--- src/rtl/ha_serial_adder_ctrl_if.sv ---
// ha_serial_adder_ctrl_if: operand-in / result-out handshake bundle for the serial adder
interface ha_serial_adder_ctrl_if #(parameter int WIDTH = 8);
  logic             in_valid;
  logic             in_ready;
  logic [WIDTH-1:0] a;
  logic [WIDTH-1:0] b;
  logic             out_valid;
  logic             out_ready;
  logic [WIDTH-1:0] sum;
  logic             cout;
  logic             busy;
  modport master (output in_valid, a, b, out_ready, input in_ready, out_valid, sum, cout, busy);
  modport slave  (input in_valid, a, b, out_ready, output in_ready, out_valid, sum, cout, busy);
endinterface

--- src/rtl/ha_serial_adder_ctrl.sv ---
// ha_serial_adder_ctrl: WIDTH-bit adder built from one half-adder cell reused over two phases per bit
module ha_serial_adder_ctrl_ha (
  input  logic x_i,
  input  logic y_i,
  output logic s_o,
  output logic c_o
);
  assign s_o = x_i ^ y_i;
  assign c_o = x_i & y_i;
endmodule

module ha_serial_adder_ctrl #(
  parameter int WIDTH = 8
) (
  input  logic                   clk,
  input  logic                   rst,
  ha_serial_adder_ctrl_if.slave  bus
);
  localparam int IW = (WIDTH > 1) ? $clog2(WIDTH) : 1;
  localparam logic [IW-1:0] LAST = IW'(WIDTH - 1);
  typedef enum logic [1:0] {IDLE, P0, P1, DONE} state_t;
  state_t           state_q, state_d;
  logic [WIDTH-1:0] opa_q, opa_d, opb_q, opb_d, sum_q, sum_d;
  logic [IW-1:0]    idx_q, idx_d;
  logic             carry_q, carry_d, p_q, p_d, g1_q, g1_d, cout_q, cout_d;
  logic             ha_x, ha_y, ha_s, ha_c;
  ha_serial_adder_ctrl_ha u_ha (.x_i(ha_x), .y_i(ha_y), .s_o(ha_s), .c_o(ha_c));
  // P0 adds the operand bits, P1 folds in the running carry
  always_comb begin
    state_d = state_q;
    opa_d   = opa_q;
    opb_d   = opb_q;
    sum_d   = sum_q;
    idx_d   = idx_q;
    carry_d = carry_q;
    p_d     = p_q;
    g1_d    = g1_q;
    cout_d  = cout_q;
    ha_x    = (state_q == P0) ? opa_q[idx_q] : p_q;
    ha_y    = (state_q == P0) ? opb_q[idx_q] : carry_q;
    case (state_q)
      IDLE: if (bus.in_valid) begin
        opa_d   = bus.a;
        opb_d   = bus.b;
        idx_d   = '0;
        carry_d = 1'b0;
        sum_d   = '0;
        state_d = P0;
      end
      P0: begin
        p_d     = ha_s;
        g1_d    = ha_c;
        state_d = P1;
      end
      P1: begin
        sum_d[idx_q] = ha_s;
        carry_d      = g1_q | ha_c;
        if (idx_q == LAST) begin
          cout_d  = g1_q | ha_c;
          state_d = DONE;
        end else begin
          idx_d   = idx_q + IW'(1);
          state_d = P0;
        end
      end
      default: state_d = bus.out_ready ? IDLE : DONE;
    endcase
  end
  always_ff @(posedge clk or posedge rst) begin
    if (rst) begin
      state_q <= IDLE;
      opa_q   <= '0;
      opb_q   <= '0;
      sum_q   <= '0;
      idx_q   <= '0;
      carry_q <= 1'b0;
      p_q     <= 1'b0;
      g1_q    <= 1'b0;
      cout_q  <= 1'b0;
    end else begin
      state_q <= state_d;
      opa_q   <= opa_d;
      opb_q   <= opb_d;
      sum_q   <= sum_d;
      idx_q   <= idx_d;
      carry_q <= carry_d;
      p_q     <= p_d;
      g1_q    <= g1_d;
      cout_q  <= cout_d;
    end
  end
  assign bus.in_ready  = (state_q == IDLE);
  assign bus.out_valid = (state_q == DONE);
  assign bus.busy      = (state_q == P0) || (state_q == P1);
  assign bus.sum       = sum_q;
  assign bus.cout      = cout_q;
endmodule

--- src/flat_wrapper.sv ---
// flat-port wrapper written by rule: the top's interface ports become plain ports
module ha_serial_adder_ctrl_flat 
#(
  parameter int WIDTH = 8
)
  (clk, rst, bus_in_valid, bus_a, bus_b, bus_out_ready, bus_in_ready, bus_out_valid, bus_sum, bus_cout, bus_busy);
  ha_serial_adder_ctrl_if #(.WIDTH(WIDTH)) bus_i ();
  input  logic clk;
  input  logic rst;
  input wire logic [$bits(bus_i.in_valid)-1:0] bus_in_valid;
  input wire logic [$bits(bus_i.a)-1:0] bus_a;
  input wire logic [$bits(bus_i.b)-1:0] bus_b;
  input wire logic [$bits(bus_i.out_ready)-1:0] bus_out_ready;
  output wire logic [$bits(bus_i.in_ready)-1:0] bus_in_ready;
  output wire logic [$bits(bus_i.out_valid)-1:0] bus_out_valid;
  output wire logic [$bits(bus_i.sum)-1:0] bus_sum;
  output wire logic [$bits(bus_i.cout)-1:0] bus_cout;
  output wire logic [$bits(bus_i.busy)-1:0] bus_busy;
  assign bus_i.in_valid = bus_in_valid;
  assign bus_i.a = bus_a;
  assign bus_i.b = bus_b;
  assign bus_i.out_ready = bus_out_ready;
  assign bus_in_ready = bus_i.in_ready;
  assign bus_out_valid = bus_i.out_valid;
  assign bus_sum = bus_i.sum;
  assign bus_cout = bus_i.cout;
  assign bus_busy = bus_i.busy;
  ha_serial_adder_ctrl #(.WIDTH(WIDTH)) u_core (.clk(clk), .rst(rst), .bus(bus_i));
endmodule
--- config.mk ---
export PLATFORM = sky130hd
export DESIGN_NAME = ha_serial_adder_ctrl_flat
export DESIGN_NICKNAME = d
export VERILOG_FILES = /design/src/rtl/ha_serial_adder_ctrl_if.sv /design/src/rtl/ha_serial_adder_ctrl.sv /design/src/flat_wrapper.sv
export SDC_FILE = /design/constraint.sdc
export NUM_CORES = 1
export LEC_CHECK = 0
export CAP_MARGIN = 40
export CORE_MARGIN = 2
export CORE_UTILIZATION = 36
export CTS_CLUSTER_DIAMETER = 40
export CTS_CLUSTER_SIZE = 16
export DETAILED_ROUTE_END_ITERATION = 6
export PLACE_DENSITY = 0.6
export SYNTH_ARGS = -nofsm -noshare
export SYNTH_HDL_FRONTEND = slang
export SYNTH_SLANG_ARGS = --single-unit
--- constraint.sdc ---
create_clock -name clk -period 2.1 [get_ports clk]
set_input_delay 0.315 -clock clk [delete_from_list [all_inputs] [get_ports clk]]
set_output_delay 0.315 -clock clk [all_outputs]
set_load 0.1 [all_outputs]
* Word-level counts from Yosys, hierarchy flattened
Cells that the tools add are included.
Word-level totals: output and inout bits 12, bits of input ports 20, register bits 33, word-level logic and storage cells 49
Operators by class: equality and inequality tests 6, bitwise operators 3, reduce and logical (&&, ||, !) cells 8, magnitude comparators 2, add/subtract/negate cells 1, mux-type cells 20
Operator list (number):
- case mux 8 bit (2 select lines) | 1
- bitwise mux 8 bit | 1
- 2-to-1 mux 8 bit | 1
- binary-select mux 1 bit (select 3 bit) | 2
- 2-to-1 mux 1 bit | 6
- 2-to-1 mux 2 bit | 3
- 2-to-1 mux 3 bit | 2
- case mux 2 bit (3 select lines) | 1
- case mux 3 bit (2 select lines) | 1
- AND reduction 2 bit | 3
- == test 2 bit, second input constant | 2
- < comparator 3 x 4 -> 1 bit, second input constant | 1
- inequality test 2 bit, second input constant | 2
- adder 3 x 1 -> 3 bit, second input constant | 1
- demux 1 bit (select 3 bit) | 1
- == test 3 bit, second input constant | 1
- greater-or-equal comparator 3 x 1 -> 1 bit, second input constant | 1
- AND reduction 3 bit | 1
- == test 2 x 1 -> 1 bit, second input constant | 1
- logical NOT 2 bit | 1
- case mux 1 bit (2 select lines) | 1
- nonzero test 2 bit | 1
- bitwise AND 1 bit | 1
- logical AND 1 bit | 1
- 3 further kinds | 3

* Longest topological paths before layout
Gate-level depths: netlist of the first run.
depth in word-level cells 6, mapped depth 8

* Modules after synthesis
From an unflattened synthesis of the first run, not the netlist that was laid out.
Unflattened totals: cells, all modules 151, area, all modules 1665.3 sq um
By module, submodules not included:
- ha_serial_adder_ctrl | cells an instance 150, instances 1, sequential area each 825.8 sq um, area an instance 1652.8 sq um
- ha_serial_adder_ctrl_ha | cells an instance 1, instances 1, sequential area each 0.0 sq um, area an instance 12.5 sq um

* Least setup slack after synthesis of the first run
Ideal clock, no wire load.
kind flip-flop to flip-flop, from reg u_core.state_q[0], to reg u_core.opa_q[0], stages on the path, launching flop included 6, setup slack -129 ps, arrival 2102 ps, path buffers 1, data required time 1973 ps, setup time 127 ps, cells stage by stage dfrtp_1 -> inv_1 -> ha_1 -> nand2_2 -> buf_6 -> mux2_1
Between the ends: word-level cells in the longest chain between the ends 2
Ends and longest elaborated chain:
- start: declaration | line ha_serial_adder_ctrl.sv:22 | state_t state_q, state_d;
- start signal: assignment | line ha_serial_adder_ctrl.sv:81 | state_q <= state_d;
- logical NOT 2 bit
- named net bus_in_ready | line flat_wrapper.sv:14 | output wire logic [$bits(bus_i.in_ready)-1:0] bus_in_ready;
- AND reduction 2 bit (no source line)
- end signal: assignment | line ha_serial_adder_ctrl.sv:82 | opa_q <= opa_d;
- end: declaration | line ha_serial_adder_ctrl.sv:23 | logic [WIDTH-1:0] opa_q, opa_d, opb_q, opb_d, sum_q, sum_d;
The timed path passes the listed nets, and every way through them passes these cells. A chain may end at the register's enable or synchronous reset.

* Worst setup path in the final report of the first run
from reg u_core.idx_q[1], to reg u_core.sum_q[5], in the netlist u_core.bus.sum[5]
Between the ends: word-level cells in the longest chain between the ends 6
Ends and longest elaborated chain:
- start: declaration | line ha_serial_adder_ctrl.sv:24 | logic [IW-1:0] idx_q, idx_d;
- start signal: assignment | line ha_serial_adder_ctrl.sv:85 | idx_q <= idx_d;
- binary-select mux 1 bit (select 3 bit) (on tied branches) | line ha_serial_adder_ctrl.sv:39, ha_serial_adder_ctrl.sv:40
- 2-to-1 mux 1 bit (on tied branches) (2 in a row) | line ha_serial_adder_ctrl.sv:39, ha_serial_adder_ctrl.sv:40
- XOR 1 bit * | line ha_serial_adder_ctrl.sv:8 | assign s_o = x_i ^ y_i;
- named net u_core.ha_s | line ha_serial_adder_ctrl.sv:26 | logic ha_x, ha_y, ha_s, ha_c;
- bitwise mux 8 bit * | line ha_serial_adder_ctrl.sv:56 | sum_d[idx_q] = ha_s;
- case mux 8 bit (2 select lines) * | line ha_serial_adder_ctrl.sv:41 | case (state_q)
- end signal: assignment | line ha_serial_adder_ctrl.sv:84 | sum_q <= sum_d;
- end: declaration | line ha_serial_adder_ctrl.sv:23
The timed path passes the listed nets; every way through them passes the cells marked *. The select of a mux whose other input is x is not followed.

==> results.py, run 1 <==
metrics = {
    "clocking": {
        "clock-sinks": 33,
        "numCtsBuffers": 5,
        "clock_path_buffers": 2,
        "post_cts_buffers": 0,
        "ctsHoldBuffers": 0,
        "cts_tree": "done",
        "cts-resized-gates": 0,
        "insertion_delay_ns": 0.28,
        "root_buffer": "clkbuf_8",
        "path_clk_slew_ns": 0.06,
        "htreeDepth": 2,
    },
    "setup_path": {
        "cp.arrival_ns": 2.12,
        "reg2reg_to": "u_core.bus.sum[5]$_DFFE_PP0P_",
        "crit_chain": "nand2b_2, nor2_1, a32oi_1, a31oi_1, ha_1, nand4_1, o21ai_1",
        "crit_type": "reg -> reg",
        "crit_fanout": 12,
        "critPathLaunchType": "flop",
        "rrSetupSlack_ns": 0.19,
        "crit_slowest_cell": "dfrtp_2",
        "reg2reg_depth": 7,
        "reg2reg_from": "u_core.idx_q[1]$_DFFE_PP0P_",
        "critPathMaxStageDelay_ns": 0.50,
        "required_ns": 2.31,
        "crit_path_end_kind": "flop",
    },
    "synth": {
        "yosysTopAreaCell": "dfrtp_1",
        "synth_edf_count": 0,
        "yosysTopAreaCellShare_pct": 49.1,
        "async_reset_ff_share_pct": 100,
        "synth_most_common_cell": "dfrtp_1",
        "ys_ff_latch": 33,
        "synthCells": 151,
        "ys.flop_type": "dfrtp_1",
        "synth.avg_cell_area_um2": 11.1,
        "syn-num-nets": 178,
        "ys_warn_count": 0,
        "syn-cell-area_um2": 1680,
        "yosys-top-cells-count": "33 x dfrtp_1, 20 x o21ai_1, 10 x mux2_1, 10 x nand2_1, 8 x mux2_2",
        "synthDistinctLibCells": 31,
        "ys_top_cells_by_area": "dfrtp_1 49%, mux2_1 6.7%, o21ai_1 5.9%, mux2_2 5.4%, ha_1 5.2%",
        "yosysSeqAreaShare_pct": 49.1,
    },
    "detailed_routing": {
        "ant_nets": 0,
        "route.vias.total": 1241,
        "drtIter0Drc": 94,
        "detail_route.drc_violations": 0,
        "drtPass1Iterations": 4,
        "drt-total-wl_um": 3630,
        "via_per_inst": 5.24,
        "avgRoutedWirePerCell_um": 15.3,
    },
    "sta": {
        "rsz0062_at_grt": "false",
        "drv_slew": 0,
        "slew_headroom_pct": 71.8,
        "finalCriticalPeriod_ns": 1.91,
        "fin_crit_sh_pct": 91.0,
        "finalSetupTns_ns": 0,
        "skew_ns": 0.00384,
        "worst_hold_slack_ns": 0.422,
        "max_freq_mhz": 523,
        "setup_viol": 0,
        "hold_viol": 0,
        "tightest_slew_ns": 0.424,
    },
    "cells_and_area": {
        "final_area_um2": 2140,
        "fin_nets": 212,
        "diodes": 0,
        "utilization_pct": 48.5,
        "layout-drive-gt1-share_pct": 22.2,
        "final_cells": 237,
        "area_growth_pct": 27.1,
    },
    "global_route": {
        "grt_pass1_vias": 1297,
        "grtUsageTotal_pct": 15.8,
        "antenna_found_initial": 0,
        "grt_max_degree": 34,
        "grt_pass1_wl_um": 6380,
        "gr-total-overflow": 0,
    },
    "power": {
        "p_per_area_nw_per_um2": 1630,
        "p_leak_nw": 0.928,
        "peakVddDrop_mv": 0.646,
    },
    "floorplan": {
        "dieArea_um2": 5240,
        "start_util_pct": 38.1,
        "die_y_um": 72.4,
        "die_x_um": 72.4,
        "fp.coreArea_um2": 4410,
        "io_pins": 32,
        "row_count": 24,
    },
    "placed_design": {
        "gp_congestion": 0.869,
        "placed_cells": 230,
        "place_area_um2": 2050,
        "dpl.hpwl_um": 2720,
        "io_buffers": 31,
    },
    "outcome": {
        "status": "finished, final reports clean",
    },
    "worst_hold_path": {
        "hp-class": "in -> async",
    },
    "run": {
        "max-cap-violations": 0,
    },
}
-- area by class of cell --
type | instances | area (µm²)
well taps | 52 | 65.1
inverters | 4 | 15.0
flip-flops and latches | 33 | 828
multi-input cells | 104 | 782
fillers | 396 | 2270
repair buffers | 37 | 363
clock buffers | 7 | 86.3
-- cells by family after synthesis --
group                      after synthesis  share of synthesized area (%)
buffers and inverters                   14                           4.61
DFF                                     33                           49.1
adders and majority gates                7                           5.20
muxes                                   24                           15.6
AOI/OAI and AO/OA                       46                           17.4
and+or+nand+nor                         27                           8.10
-- how the worst max path moves through the flow --
stage | from | to | slack (ns) | cells after the start
5_1_grt | u_core.idx_q[1]$_DFFE_PP0P_ | u_core.bus.sum[2]$_DFFE_PP0P_ | 0.01 | 7
4_1_cts | u_core.idx_q[1]$_DFFE_PP0P_ | u_core.bus.sum[5]$_DFFE_PP0P_ | 0.08 | 7
2_1_floorplan | u_core.state_q[0]$_DFFE_PP0N_ | u_core.opa_q[0]$_DFFE_PP0P_ | 0.25 | 5
3_3_place_gp | u_core.idx_q[1]$_DFFE_PP0P_ | u_core.bus.sum[3]$_DFFE_PP0P_ | 0.15 | 7
3_5_place_dp | u_core.idx_q[1]$_DFFE_PP0P_ | u_core.bus.sum[2]$_DFFE_PP0P_ | 0.10 | 7
6_report | u_core.idx_q[1]$_DFFE_PP0P_ | u_core.bus.sum[5]$_DFFE_PP0P_ | 0.19 | 7
-- stage by stage --
step | total power [mW] | setup slack, ns
detailed placement | 3.04 | 0.100
CTS | 3.52 | 0.0823
finish | 3.50 | 0.189
global placement | 2.97 | 0.152
floorplan | 2.52 | 0.250
global route | 3.73 | 0.0103
-- routing by layer --
| layer | global-route usage, % | routed length, µm | up-vias |
|---|---|---|---|
| met5 | 0 | 0 | - |
| met2 | 26.6 | 1860 | 28 |
| met4 | 6.38 | 49 | 0 |
| met3 | 3.47 | 157 | 5 |
| met1 | 19.6 | 1570 | 599 |
| li1 | - | - | 609 |
-- cell usage in the layout (no fill, tap or decap), drive strengths merged, types with 2 or more instances in the layout --
| master | count |
|---|---|
| a21boi | 2 |
| a21oi | 3 |
| a22o | 3 |
| a31oi | 3 |
| buf | 18 |
| clkbuf | 7 |
| clkdlybuf4s50 | 19 |
| dfrtp | 33 |
| ha | 7 |
| inv | 4 |
| mux2 | 18 |
| mux2i | 6 |
| nand2 | 12 |
| nand2b | 3 |
| nand3b | 2 |
| nand4 | 2 |
| nor2 | 6 |
| o21a | 6 |
| o21ai | 23 |
| o22ai | 2 |
-- registers in the layout (all words and copies together) (netlist names) --
| name | count |
|---|---|
| u_core.bus.sum | 8 |
| u_core.bus.cout | 1 |
| u_core.p_q | 1 |
| u_core.opb_q | 8 |
| u_core.idx_q | 3 |
| u_core.opa_q | 8 |
| u_core.g1_q | 1 |
| u_core.carry_q | 1 |
| u_core.state_q | 2 |
-- power breakdown --
group | internal [mW] | switching (mW)
Combinational | 0.779 | 1.14
Sequential | 0.891 | 0.211
Clock | 0.260 | 0.212
-- critical path: cells and delay by family, from the launching register on --
family | cells | cell delay, ns
compound gates | 3 | 0.49
flops | 1 | 0.50
simple gates | 3 | 0.50
fa+ha+maj | 1 | 0.35
Note: power is estimated with default switching activity, not from simulation.
==> run 2, diff against run 1 <==
- CTS_CLUSTER_DIAMETER: 40 -> 50
==> results of run 2 <==
Final layout, timing and power as in run 1 (identical DEF).
==> run 3, diff against run 2 <==
- CTS_BUF_LIST: default -> sky130_fd_sc_hd__clkbuf_4
- REMOVE_ABC_BUFFERS: default -> 1
==> run 3 against run 2 <==
Effect of this change:
- flip-flop and latch count is the same
- power shrank 4.6%
- register-to-register slack gained 0.05 ns
- wire length shrank 7.7%
- combinational power is essentially flat
- utilization shrank 0.57 points
- worst hold slack lost 0.054 ns
- fmax grew 2.6%
- critical path type unchanged
- highest routed layer unchanged
==> results.py, run 3 (synthesis results as in run 1) <==
metrics = {
    "outcome": {
        "status": "finished, final reports clean",
    },
    "floorplan": {
        "die_x_um": 72.4,
        "row_count": 24,
        "fp.coreArea_um2": 4410,
        "io_pins": 32,
        "die_y_um": 72.4,
        "dieArea_um2": 5240,
        "start_util_pct": 38.1,
    },
    "cells_and_area": {
        "fillers": 424,
        "mostFrequentLayoutCells": "31 x dfrtp_1, 20 x o21ai_1, 19 x clkdlybuf4s50_1",
        "final_common_cell": "dfrtp_1",
        "diodes": 0,
        "layout-drive-gt1-share_pct": 22.5,
        "fin_nets": 214,
        "area_growth_pct": 25.7,
    },
    "clocking": {
        "root_buffer": "clkbuf_4",
        "cts_tree": "done",
        "insertion_delay_ns": 0.33,
        "ctsHoldBuffers": 0,
        "path_clk_slew_ns": 0.10,
        "clock-sinks": 33,
        "clock_path_buffers": 2,
        "htreeDepth": 2,
        "numCtsBuffers": 5,
    },
    "detailed_routing": {
        "detail_route.drc_violations": 0,
        "route.vias.total": 1269,
        "ant_nets": 0,
        "drtIter0Drc": 44,
        "via_per_inst": 5.31,
        "avgRoutedWirePerCell_um": 14.0,
        "drt-total-wl_um": 3360,
        "drtPass1Iterations": 4,
    },
    "setup_path": {
        "crit_type": "reg -> reg",
        "critPathLaunchType": "flop",
        "crit_path_end_kind": "flop",
        "required_ns": 2.36,
        "crit_fanout": 10,
        "cp.arrival_ns": 2.13,
    },
    "global_route": {
        "grt_pass1_vias": 1293,
        "antenna_found_initial": 0,
        "gr-total-overflow": 0,
        "grt_pass1_wl_um": 5860,
        "grt_max_degree": 34,
        "grtUsageTotal_pct": 14.3,
    },
    "sta": {
        "hold_viol": 0,
        "finalCriticalPeriod_ns": 1.86,
        "drv_slew": 0,
        "rsz0062_at_grt": "false",
        "fin_crit_sh_pct": 88.7,
        "worst_hold_slack_ns": 0.368,
        "max_freq_mhz": 537,
        "skew_ns": 0.00985,
        "slew_headroom_pct": 72.2,
        "setup_viol": 0,
        "tightest_slew_ns": 0.417,
    },
    "placed_design": {
        "io_buffers": 31,
        "gp_congestion": 0.804,
        "dpl.hpwl_um": 2450,
    },
    "run": {
        "max-cap-violations": 0,
    },
    "power": {
        "p_per_area_nw_per_um2": 1580,
        "finalPower_mw": 3.34,
        "p_leak_nw": 0.925,
        "peakVddDrop_mv": 0.549,
    },
    "worst_hold_path": {
        "hp-class": "in -> async",
    },
}
[run 3: report_power, final]
group | internal [mW] | switching, mW | total (mW)
Clock | 0.134 | 0.201 | 0.335
Sequential | 0.888 | 0.195 | 1.08
Combinational | 0.789 | 1.13 | 1.92
Total | 1.81 | 1.52 | 3.34
[run 3: worst paths after layout]
path                                                  start  cells past startpoint                       endpoint  slack [ns]
worst max-delay path            u_core.idx_q[2]$_DFFE_PP0P_                      7  u_core.bus.sum[5]$_DFFE_PP0P_        0.24
max in group asynchronous                               rst                      3    u_core.idx_q[0]$_DFFE_PP0P_        1.42
min in group clk                u_core.opa_q[3]$_DFFE_PP0P_                      1    u_core.opa_q[3]$_DFFE_PP0P_        0.50
worst max register to register  u_core.idx_q[2]$_DFFE_PP0P_                      7  u_core.bus.sum[5]$_DFFE_PP0P_        0.24
worst min-delay path                                    rst                      3    u_core.idx_q[1]$_DFFE_PP0P_        0.37
worst min register to register  u_core.opa_q[3]$_DFFE_PP0P_                      1    u_core.opa_q[3]$_DFFE_PP0P_        0.50
[run 3: worst max-delay path, stage by stage (launching register included)]
cell      delay (ns)
dfrtp_1         0.56
nand2b_1        0.25
o22ai_2         0.08
nor2_1          0.10
a21oi_1         0.08
ha_1            0.33
nand4_1         0.20
o21ai_1         0.19
[run 3: metal layers]
layer | global-route usage [%] | wire [µm] | vias up
met1 | 17.8 | 1540 | 627
li1 | - | - | 612
met2 | 23.5 | 1610 | 26
met4 | 4.12 | 27 | 0
met3 | 5.28 | 178 | 4
met5 | 0 | 0 | -
[run 3: final cells by class]
type | count | area, µm² | area share, %
clock buffers | 6 | 45.0 | 2.13
clock inverters | 1 | 3.75 | 0.178
inverters | 4 | 15.0 | 0.710
multi-input cells | 104 | 779 | 36.9
flip-flops and latches | 33 | 828 | 39.2
well taps | 52 | 65.1 | 3.08
repair buffers | 39 | 378 | 17.9
[run 3: what timing repair did]
item | CTS | global route
setup endpoints to repair | 0 | 9
buffers inserted | 0 | 2
gates resized for setup | 0 | 2
[run 3: metrics by stage]
stage / setup WS (ns) / setup TNS [ns] / utilization (%) / area, µm² / std cells
after detailed placement: 0.0580 / 0 / 46.4 / 2050 / 230
final: 0.238 / 0 / 47.9 / 2110 / 239
after CTS: 0.0314 / 0 / 47.5 / 2100 / 237
after global routing: 0.0257 / 0 / 47.9 / 2110 / 239
after global placement: 0.114 / 0 / 46.4 / 2050 / 230
after floorplan: -0.339 / -6.56 / - / 1620 / 141
